==> config.mk <==
export PLATFORM = sky130hd
export DESIGN_NAME = disp_scan_ctrl_flat
export DESIGN_NICKNAME = d
export VERILOG_FILES = /design/src/rtl/disp_scan_ctrl_if.sv /design/src/rtl/disp_scan_ctrl.sv /design/src/flat_wrapper.sv
export SDC_FILE = /design/constraint.sdc
export NUM_CORES = 1
export LEC_CHECK = 0
export CORE_MARGIN = 2
export CORE_UTILIZATION = 61
export CTS_BUF_LIST = sky130_fd_sc_hd__clkbuf_2
export CTS_CLUSTER_DIAMETER = 60
export DETAILED_ROUTE_END_ITERATION = 7
export GPL_TIMING_DRIVEN = 0
export PLACE_DENSITY = 0.87
export RECOVER_POWER = 25
export SLEW_MARGIN = 40
export SYNTH_ARGS = -nofsm -noshare
export SYNTH_HDL_FRONTEND = slang
export SYNTH_SLANG_ARGS = --single-unit
==> constraint.sdc <==
create_clock -name CLK -period 4.9 [get_ports CLK]
set_input_delay 1.47 -clock CLK [delete_from_list [all_inputs] [get_ports CLK]]
set_output_delay 1.47 -clock CLK [all_outputs]
set_load 0.05 [all_outputs]
==> src/rtl/disp_scan_ctrl_if.sv <==
// Bundle of the scan controller's data-side inputs and decoder-side outputs.
// The master drives the digits and options; the slave is the scan controller.
interface disp_scan_ctrl_if;
  logic        ENABLE;
  logic [15:0] DATA;
  logic [3:0]  DP_MASK;
  logic        LZ_EN;
  logic [3:0]  COUNT;
  logic [3:0]  SA;
  logic        DP;
  logic        FRAME;

  modport master (
    output ENABLE, DATA, DP_MASK, LZ_EN,
    input  COUNT, SA, DP, FRAME
  );

  modport slave (
    input  ENABLE, DATA, DP_MASK, LZ_EN,
    output COUNT, SA, DP, FRAME
  );
endinterface

==> src/rtl/disp_scan_ctrl.sv <==
// Four-digit multiplexed 7-segment scan controller with per-slot dead time,
// frame-synchronous data latch, leading-zero suppression and decimal points.
module disp_scan_ctrl #(
  parameter int unsigned SCAN_DIV  = 50000, // BLANK_CYC+1 .. 2^20-1
  parameter int unsigned BLANK_CYC = 2500   // >= 1
) (
  input  logic CLK,
  input  logic RST_N,
  disp_scan_ctrl_if.slave bus
);

  localparam logic [19:0] DIV_LAST = 20'(SCAN_DIV - 1);
  localparam logic [19:0] BLANK_V  = 20'(BLANK_CYC);

  typedef enum logic {
    ST_BLANK = 1'b0,
    ST_SHOW  = 1'b1
  } scan_state_e;

  // divcnt_q/idx_q/state_q describe the slot position presented at the next
  // edge; the output flops then hold that position for one cycle.
  scan_state_e state_q, state_d;
  logic [19:0] divcnt_q, divcnt_d;
  logic [1:0]  idx_q, idx_d;
  logic [15:0] data_q, data_d;
  logic [3:0]  count_q, count_d;
  logic [3:0]  sa_q, sa_d;
  logic        dp_q, dp_d;
  logic        frame_q, frame_d;

  logic [3:0]  supp;
  logic        zero_run;
  logic        wrap;
  logic        frame_start;
  logic        lit;

  // Digit i blanks when it and every more significant latched digit are zero.
  always_comb begin
    supp     = '0;
    zero_run = 1'b1;
    for (int i = 3; i >= 1; i--) begin
      zero_run = zero_run & (data_q[4*i +: 4] == 4'h0);
      supp[i]  = bus.LZ_EN & zero_run;
    end
  end

  always_comb begin
    // NOTE: every always_comb output gets a default first so no path can infer a latch.
    state_d     = ST_BLANK;
    divcnt_d    = '0;
    idx_d       = '0;
    data_d      = data_q;
    count_d     = 4'hF;
    sa_d        = 4'b0000;
    dp_d        = 1'b0;
    frame_d     = 1'b0;

    wrap        = (divcnt_q == DIV_LAST);
    frame_start = (divcnt_q == 20'd0) && (idx_q == 2'd0);
    lit         = (state_q == ST_SHOW) && !supp[idx_q];

    if (bus.ENABLE) begin
      frame_d = frame_start;
      if (frame_start) begin
        data_d = bus.DATA;
      end

      if (lit) begin
        sa_d    = 4'b0001 << idx_q;
        count_d = data_q[{idx_q, 2'b00} +: 4];
        dp_d    = bus.DP_MASK[idx_q];
      end

      if (wrap) begin
        divcnt_d = '0;
        idx_d    = idx_q + 2'd1;
      end else begin
        divcnt_d = divcnt_q + 20'd1;
        idx_d    = idx_q;
      end

      case (state_q)
        ST_BLANK: state_d = (divcnt_d == BLANK_V) ? ST_SHOW : ST_BLANK;
        ST_SHOW:  state_d = wrap ? ST_BLANK : ST_SHOW;
        default:  state_d = ST_BLANK;
      endcase
    end
  end

  // NOTE: sequential state uses non-blocking assignments only, so every flop samples pre-edge values.
  always_ff @(posedge CLK or negedge RST_N) begin
    if (!RST_N) begin
      state_q  <= ST_BLANK;
      divcnt_q <= '0;
      idx_q    <= '0;
      data_q   <= '0;
      count_q  <= 4'hF;
      sa_q     <= 4'b0000;
      dp_q     <= 1'b0;
      frame_q  <= 1'b0;
    end else begin
      state_q  <= state_d;
      divcnt_q <= divcnt_d;
      idx_q    <= idx_d;
      data_q   <= data_d;
      count_q  <= count_d;
      sa_q     <= sa_d;
      dp_q     <= dp_d;
      frame_q  <= frame_d;
    end
  end

  assign bus.COUNT = count_q;
  assign bus.SA    = sa_q;
  assign bus.DP    = dp_q;
  assign bus.FRAME = frame_q;

endmodule

==> src/flat_wrapper.sv <==
// flat-port wrapper written by rule: the top's interface ports become plain ports
module disp_scan_ctrl_flat 
#(
  parameter int unsigned SCAN_DIV  = 50000,                         
  parameter int unsigned BLANK_CYC = 2500          
)
  (CLK, RST_N, bus_ENABLE, bus_DATA, bus_DP_MASK, bus_LZ_EN, bus_COUNT, bus_SA, bus_DP, bus_FRAME);
  disp_scan_ctrl_if bus_i ();
  input  logic CLK;
  input  logic RST_N;
  input wire logic [$bits(bus_i.ENABLE)-1:0] bus_ENABLE;
  input wire logic [$bits(bus_i.DATA)-1:0] bus_DATA;
  input wire logic [$bits(bus_i.DP_MASK)-1:0] bus_DP_MASK;
  input wire logic [$bits(bus_i.LZ_EN)-1:0] bus_LZ_EN;
  output wire logic [$bits(bus_i.COUNT)-1:0] bus_COUNT;
  output wire logic [$bits(bus_i.SA)-1:0] bus_SA;
  output wire logic [$bits(bus_i.DP)-1:0] bus_DP;
  output wire logic [$bits(bus_i.FRAME)-1:0] bus_FRAME;
  assign bus_i.ENABLE = bus_ENABLE;
  assign bus_i.DATA = bus_DATA;
  assign bus_i.DP_MASK = bus_DP_MASK;
  assign bus_i.LZ_EN = bus_LZ_EN;
  assign bus_COUNT = bus_i.COUNT;
  assign bus_SA = bus_i.SA;
  assign bus_DP = bus_i.DP;
  assign bus_FRAME = bus_i.FRAME;
  disp_scan_ctrl #(.SCAN_DIV(SCAN_DIV), .BLANK_CYC(BLANK_CYC)) u_core (.CLK(CLK), .RST_N(RST_N), .bus(bus_i));
endmodule
After elaboration in Yosys (flattened, before gate mapping)
Cells that the tools add are included.
W data, S select, Z words.
{"block": "classes", "bitwise_logic": 6, "reduce_logical": 9, "shift": 2, "add_sub_neg": 2, "order_cmp": 1, "muxes": 20, "eq_ne": 3}
{"op": "$mux W20", "n": 3}
{"op": "$add A20 B1 Y20 const B", "n": 1}
{"op": "$eq A20 B12 Y1 const B", "n": 1}
{"op": "$eq A20 B16 Y1 const B", "n": 1}
{"op": "$logic_not A20 Y1", "n": 1}
{"op": "$mux W4", "n": 4}
{"op": "$shiftx A16 B5 Y4", "n": 1}
{"op": "$logic_not A4 Y1", "n": 3}
{"op": "$mux W1", "n": 8}
{"op": "$and A1 B1 Y1", "n": 5}
{"op": "$bmux W1 S2", "n": 2}
{"op": "$mux W2", "n": 2}
{"op": "$shl A1 B2 Y4 const A", "n": 1}
{"op": "$lt A2 B3 Y1 const B", "n": 1}
{"op": "$add A2 B1 Y2 const B", "n": 1}
{"op": "$logic_and A1 B1 Y1", "n": 2}
{"op": "$logic_not A2 Y1", "n": 1}
{"op": "$ne A2 B1 Y1 const B", "n": 1}
{"op": "$pmux W1 S2", "n": 1}
{"op": "$reduce_and A2 Y1", "n": 1}
{"op": "$logic_not A1 Y1", "n": 1}
{"op": "$not A1 Y1", "n": 1}
{"block": "word_totals", "register_bits": 49, "out_inout_bits": 10, "input_bits": 24, "word_cells": 51}

Logic depth before layout (Yosys ltp)
{"block": "logic_depth", "ltp_word": 10, "depth_mapped": 8, "mapped_depth_nobuf": 7}

Least setup slack after synthesis
No wires, ideal clock.
{"block": "synth_timing", "path_type": "in2reg", "from": "in bus_ENABLE", "to": "reg u_core.data_q[10]", "required_ns": 4.775, "setup_time_ns": 0.125, "setup_slack_ns": 2.228, "arrival_time_ns": 2.547, "stages": 5, "n_path_buf": 1, "path_cell_list": "and3_1 nand4_1 nor2_2 buf_2 mux2_2"}
{"block": "synth_between", "elab_chain_len": 1}
{"element": "start, declared", "line": "flat_wrapper.sv:11", "source": "input wire logic [$bits(bus_i.ENABLE)-1:0] bus_ENABLE;"}
{"element": "$reduce_and A2 Y1 (no source line)"}
{"element": "end signal, assigned", "line": "disp_scan_ctrl.sv:105", "source": "data_q <= data_d;"}
{"element": "end, declared", "line": "disp_scan_ctrl.sv:25", "source": "logic [15:0] data_q, data_d;"}
No other way between the ends.
A chain may end at the register's enable or synchronous reset.

Worst setup path in the final report
{"block": "layout_timing", "from": "reg u_core.count_q[1], in the netlist u_core.bus.COUNT[1]", "to": "out bus_COUNT[1]"}
{"element": "start, declared", "line": "disp_scan_ctrl.sv:26", "source": "logic [3:0] count_q, count_d;"}
{"element": "start signal, assigned", "line": "disp_scan_ctrl.sv:106", "source": "count_q <= count_d;"}
{"element": "end, declared", "line": "flat_wrapper.sv:15", "source": "output wire logic [$bits(bus_i.COUNT)-1:0] bus_COUNT;"}
No word-level cell between the ends.

==> reports/metrics.yaml <==
ant_nets: 0
clock.fmax_ghz: 0.301
critPathLaunchType: "flop"
slew_headroom_pct: 3.66
synth_top_area_cell: "dfrtp_1"
critPathCaptureType: "primary output"
finalHoldViolCount: 0
drt_iter0_drc: 129
drv_cap: 0
hold_ws_ns: 0.546
detailed_place_hpwl_um: 3750
grt_usage_pct: 23.5
worst_ep_arrival_time_ns: 1.85
path_class: "flop to primary output"
cts_tree: "done"
critPathSlowestCell: "clkdlybuf4s50_1"
grt_max_degree: 29
cts.clk_slew.worst_paths_ns: 0.26
holdBufCountCts: 0
nets: 300
portBuffers: 33
min_path_type: "flop to flop"
synth.cell_area_sq_mm: 0.00262
dieArea_sq_mm: 0.00484
min_period_ns: 3.32
die_w_um: 69.6
antennaDiodeCount: 0
totalWireLength_um: 5080
final_common_cell: "dfrtp_1"
dr.pass1.iters: 4
p_per_area_mw_per_mm2: 244
ys.flop_type: "dfrtp_1"
antenna_found_initial: 0
multi_input_area_sq_mm: 0.00129
vias: 1838
via_per_inst: 5.73
mostFrequentLayoutCells: "dfrtp_1, clkdlybuf4s50_1, nor2_1"
regArea_sq_mm: 0.00123
drive_gt1_share_pct: 21.8
status: "complete, no violations"
routabilityCongestion: 0.891
synth-async-reset-ratio_pct: 100
maxSlewViolCount: 0
synth.top_cell.area_share_pct: 43.0
synth.distinct_cells: 46
ir_worst_vdd_v: 0.000260
synth_area_per_cell_sq_um: 11.4
cts_resized: 0
ys_seq_area_share_pct: 47.0
synth_cells: 229
numCtsBuffers: 5
crit_family: "buffers and inverters"
worst_pin_slew_ns: 1.45
io_pins: 34
setup_tns_ns: 0
drc_errors: 0
cp_cell_sequence: "clkdlybuf4s50_1"
area_delta_synth_final_pct: 16.7
fillers: 276
synth.area.top_cells: "dfrtp_1, mux2_2, mux4_2"
grt-ovfl-total: 0
die_height_um: 69.6
grt_pass1_vias: 1859
grt_pass1_wl_um: 8940
synth_edf_count: 0
clock-root-buffer: "clkbuf_2"
crit_required_ns: 3.43
core-area_sq_mm: 0.00406
yosysWarnings: 0
worst-path-buf-inv: 1
final_util_pct: 75.4
wl_per_cell_um: 15.8
ys_ff_latch: 49
syn-num-nets: 259
period_share_pct: 67.7
worst_clock_skew_ns: 0.0178
cpPeakStageDelay_ns: 0.80
num_rows: 23
initial_core_util_pct: 64.6
cp_max_fo: 1
clockBufferDepth: 2
htreeDepth: 2
post-cts-setup-buffers: 0
power.leakage_nw: 1.34
worstSkewPairLatency_ns: 0.46
setup_viol: 0
rsz0062_at_grt: "false"
clock_sinks: 49
[synthesized netlist by cell type, drive strengths merged (7+ instances only)]
cell / n
nand2b: 7
nand3: 10
nor4: 8
nor3: 8
dfrtp: 45
mux2: 18
xor2: 12
nor2: 20
xnor2: 8
nand2: 11
nand4: 8
buf: 10
and2: 9
[final timing paths]
kind / start / to / slack (ns) / depth (start not counted)
setup / recovery: u_core.bus.COUNT[1]$_DFF_PN1_ / bus_COUNT[1] / 1.58 / 1
hold / removal: u_core.data_q[2]$_DFFE_PN0P_ / u_core.data_q[2]$_DFFE_PN0P_ / 0.55 / 1
setup reg to reg: u_core.idx_q[0]$_DFFE_PN0P_ / u_core.data_q[7]$_DFFE_PN0P_ / 2.35 / 8
hold reg to reg: u_core.data_q[2]$_DFFE_PN0P_ / u_core.data_q[2]$_DFFE_PN0P_ / 0.55 / 1
max in group asynchronous: RST_N / u_core.bus.SA[0]$_DFF_PN0_ / 1.84 / 2
min in group asynchronous: RST_N / u_core.data_q[11]$_DFFE_PN0P_ / 1.17 / 1
[flip-flops by register name, summed over array words and instances, names as in the netlist]
signal / flops
u_core.bus.DP: 1
u_core.divcnt_q: 20
u_core.state_q: 1
u_core.bus.SA: 4
u_core.bus.COUNT: 4
u_core.data_q: 16
u_core.bus.FRAME: 1
u_core.idx_q: 2
[power breakdown]
part | internal (mW) | switching [mW]
Clock | 0.0364 | 0.138
Sequential | 0.440 | 0.0277
Combinational | 0.0652 | 0.0407
[logic make-up after synthesis]
family,share of synthesized area [%]
compound gates,4.68
simple gates,22.2
fa+ha+maj,2.86
xor+xnor,6.68
flops,47.0
buf+inv,3.82
mux,12.8
[cell type report]
class,count,share of cell area (%)
Buffer,14,2.54
Clock buffer,5,0.818
Clock inverter,3,0.736
Inverter,6,0.736
Multi-Input combinational cell,160,42.2
Sequential cell,49,40.2
Tap cell,50,2.04
Timing Repair Buffer,34,10.7
[metal layers]
layer | share of wire, % | track usage (%)
met1 | 46 | 32.5
met2 | 48 | 37.8
met5 | 0 | 0
met4 | 2.2 | 6.54
met3 | 3.3 | 5.09
[metrics by stage]
| stage | worst slack [ns] | power [mW] | instances | instance area [sq um] |
|---|---|---|---|---|
| global route | 1.33 | 0.784 | 321 | 3060 |
| detailed placement | 1.49 | 0.583 | 313 | 3030 |
| CTS | 1.56 | 0.753 | 321 | 3080 |
| floorplan | 2.23 | 0.531 | 229 | 2620 |
| finish | 1.58 | 0.747 | 321 | 3060 |
| global placement | 1.05 | 0.574 | 312 | 3010 |
No activity file was read; power rests on OpenSTA's default activity.
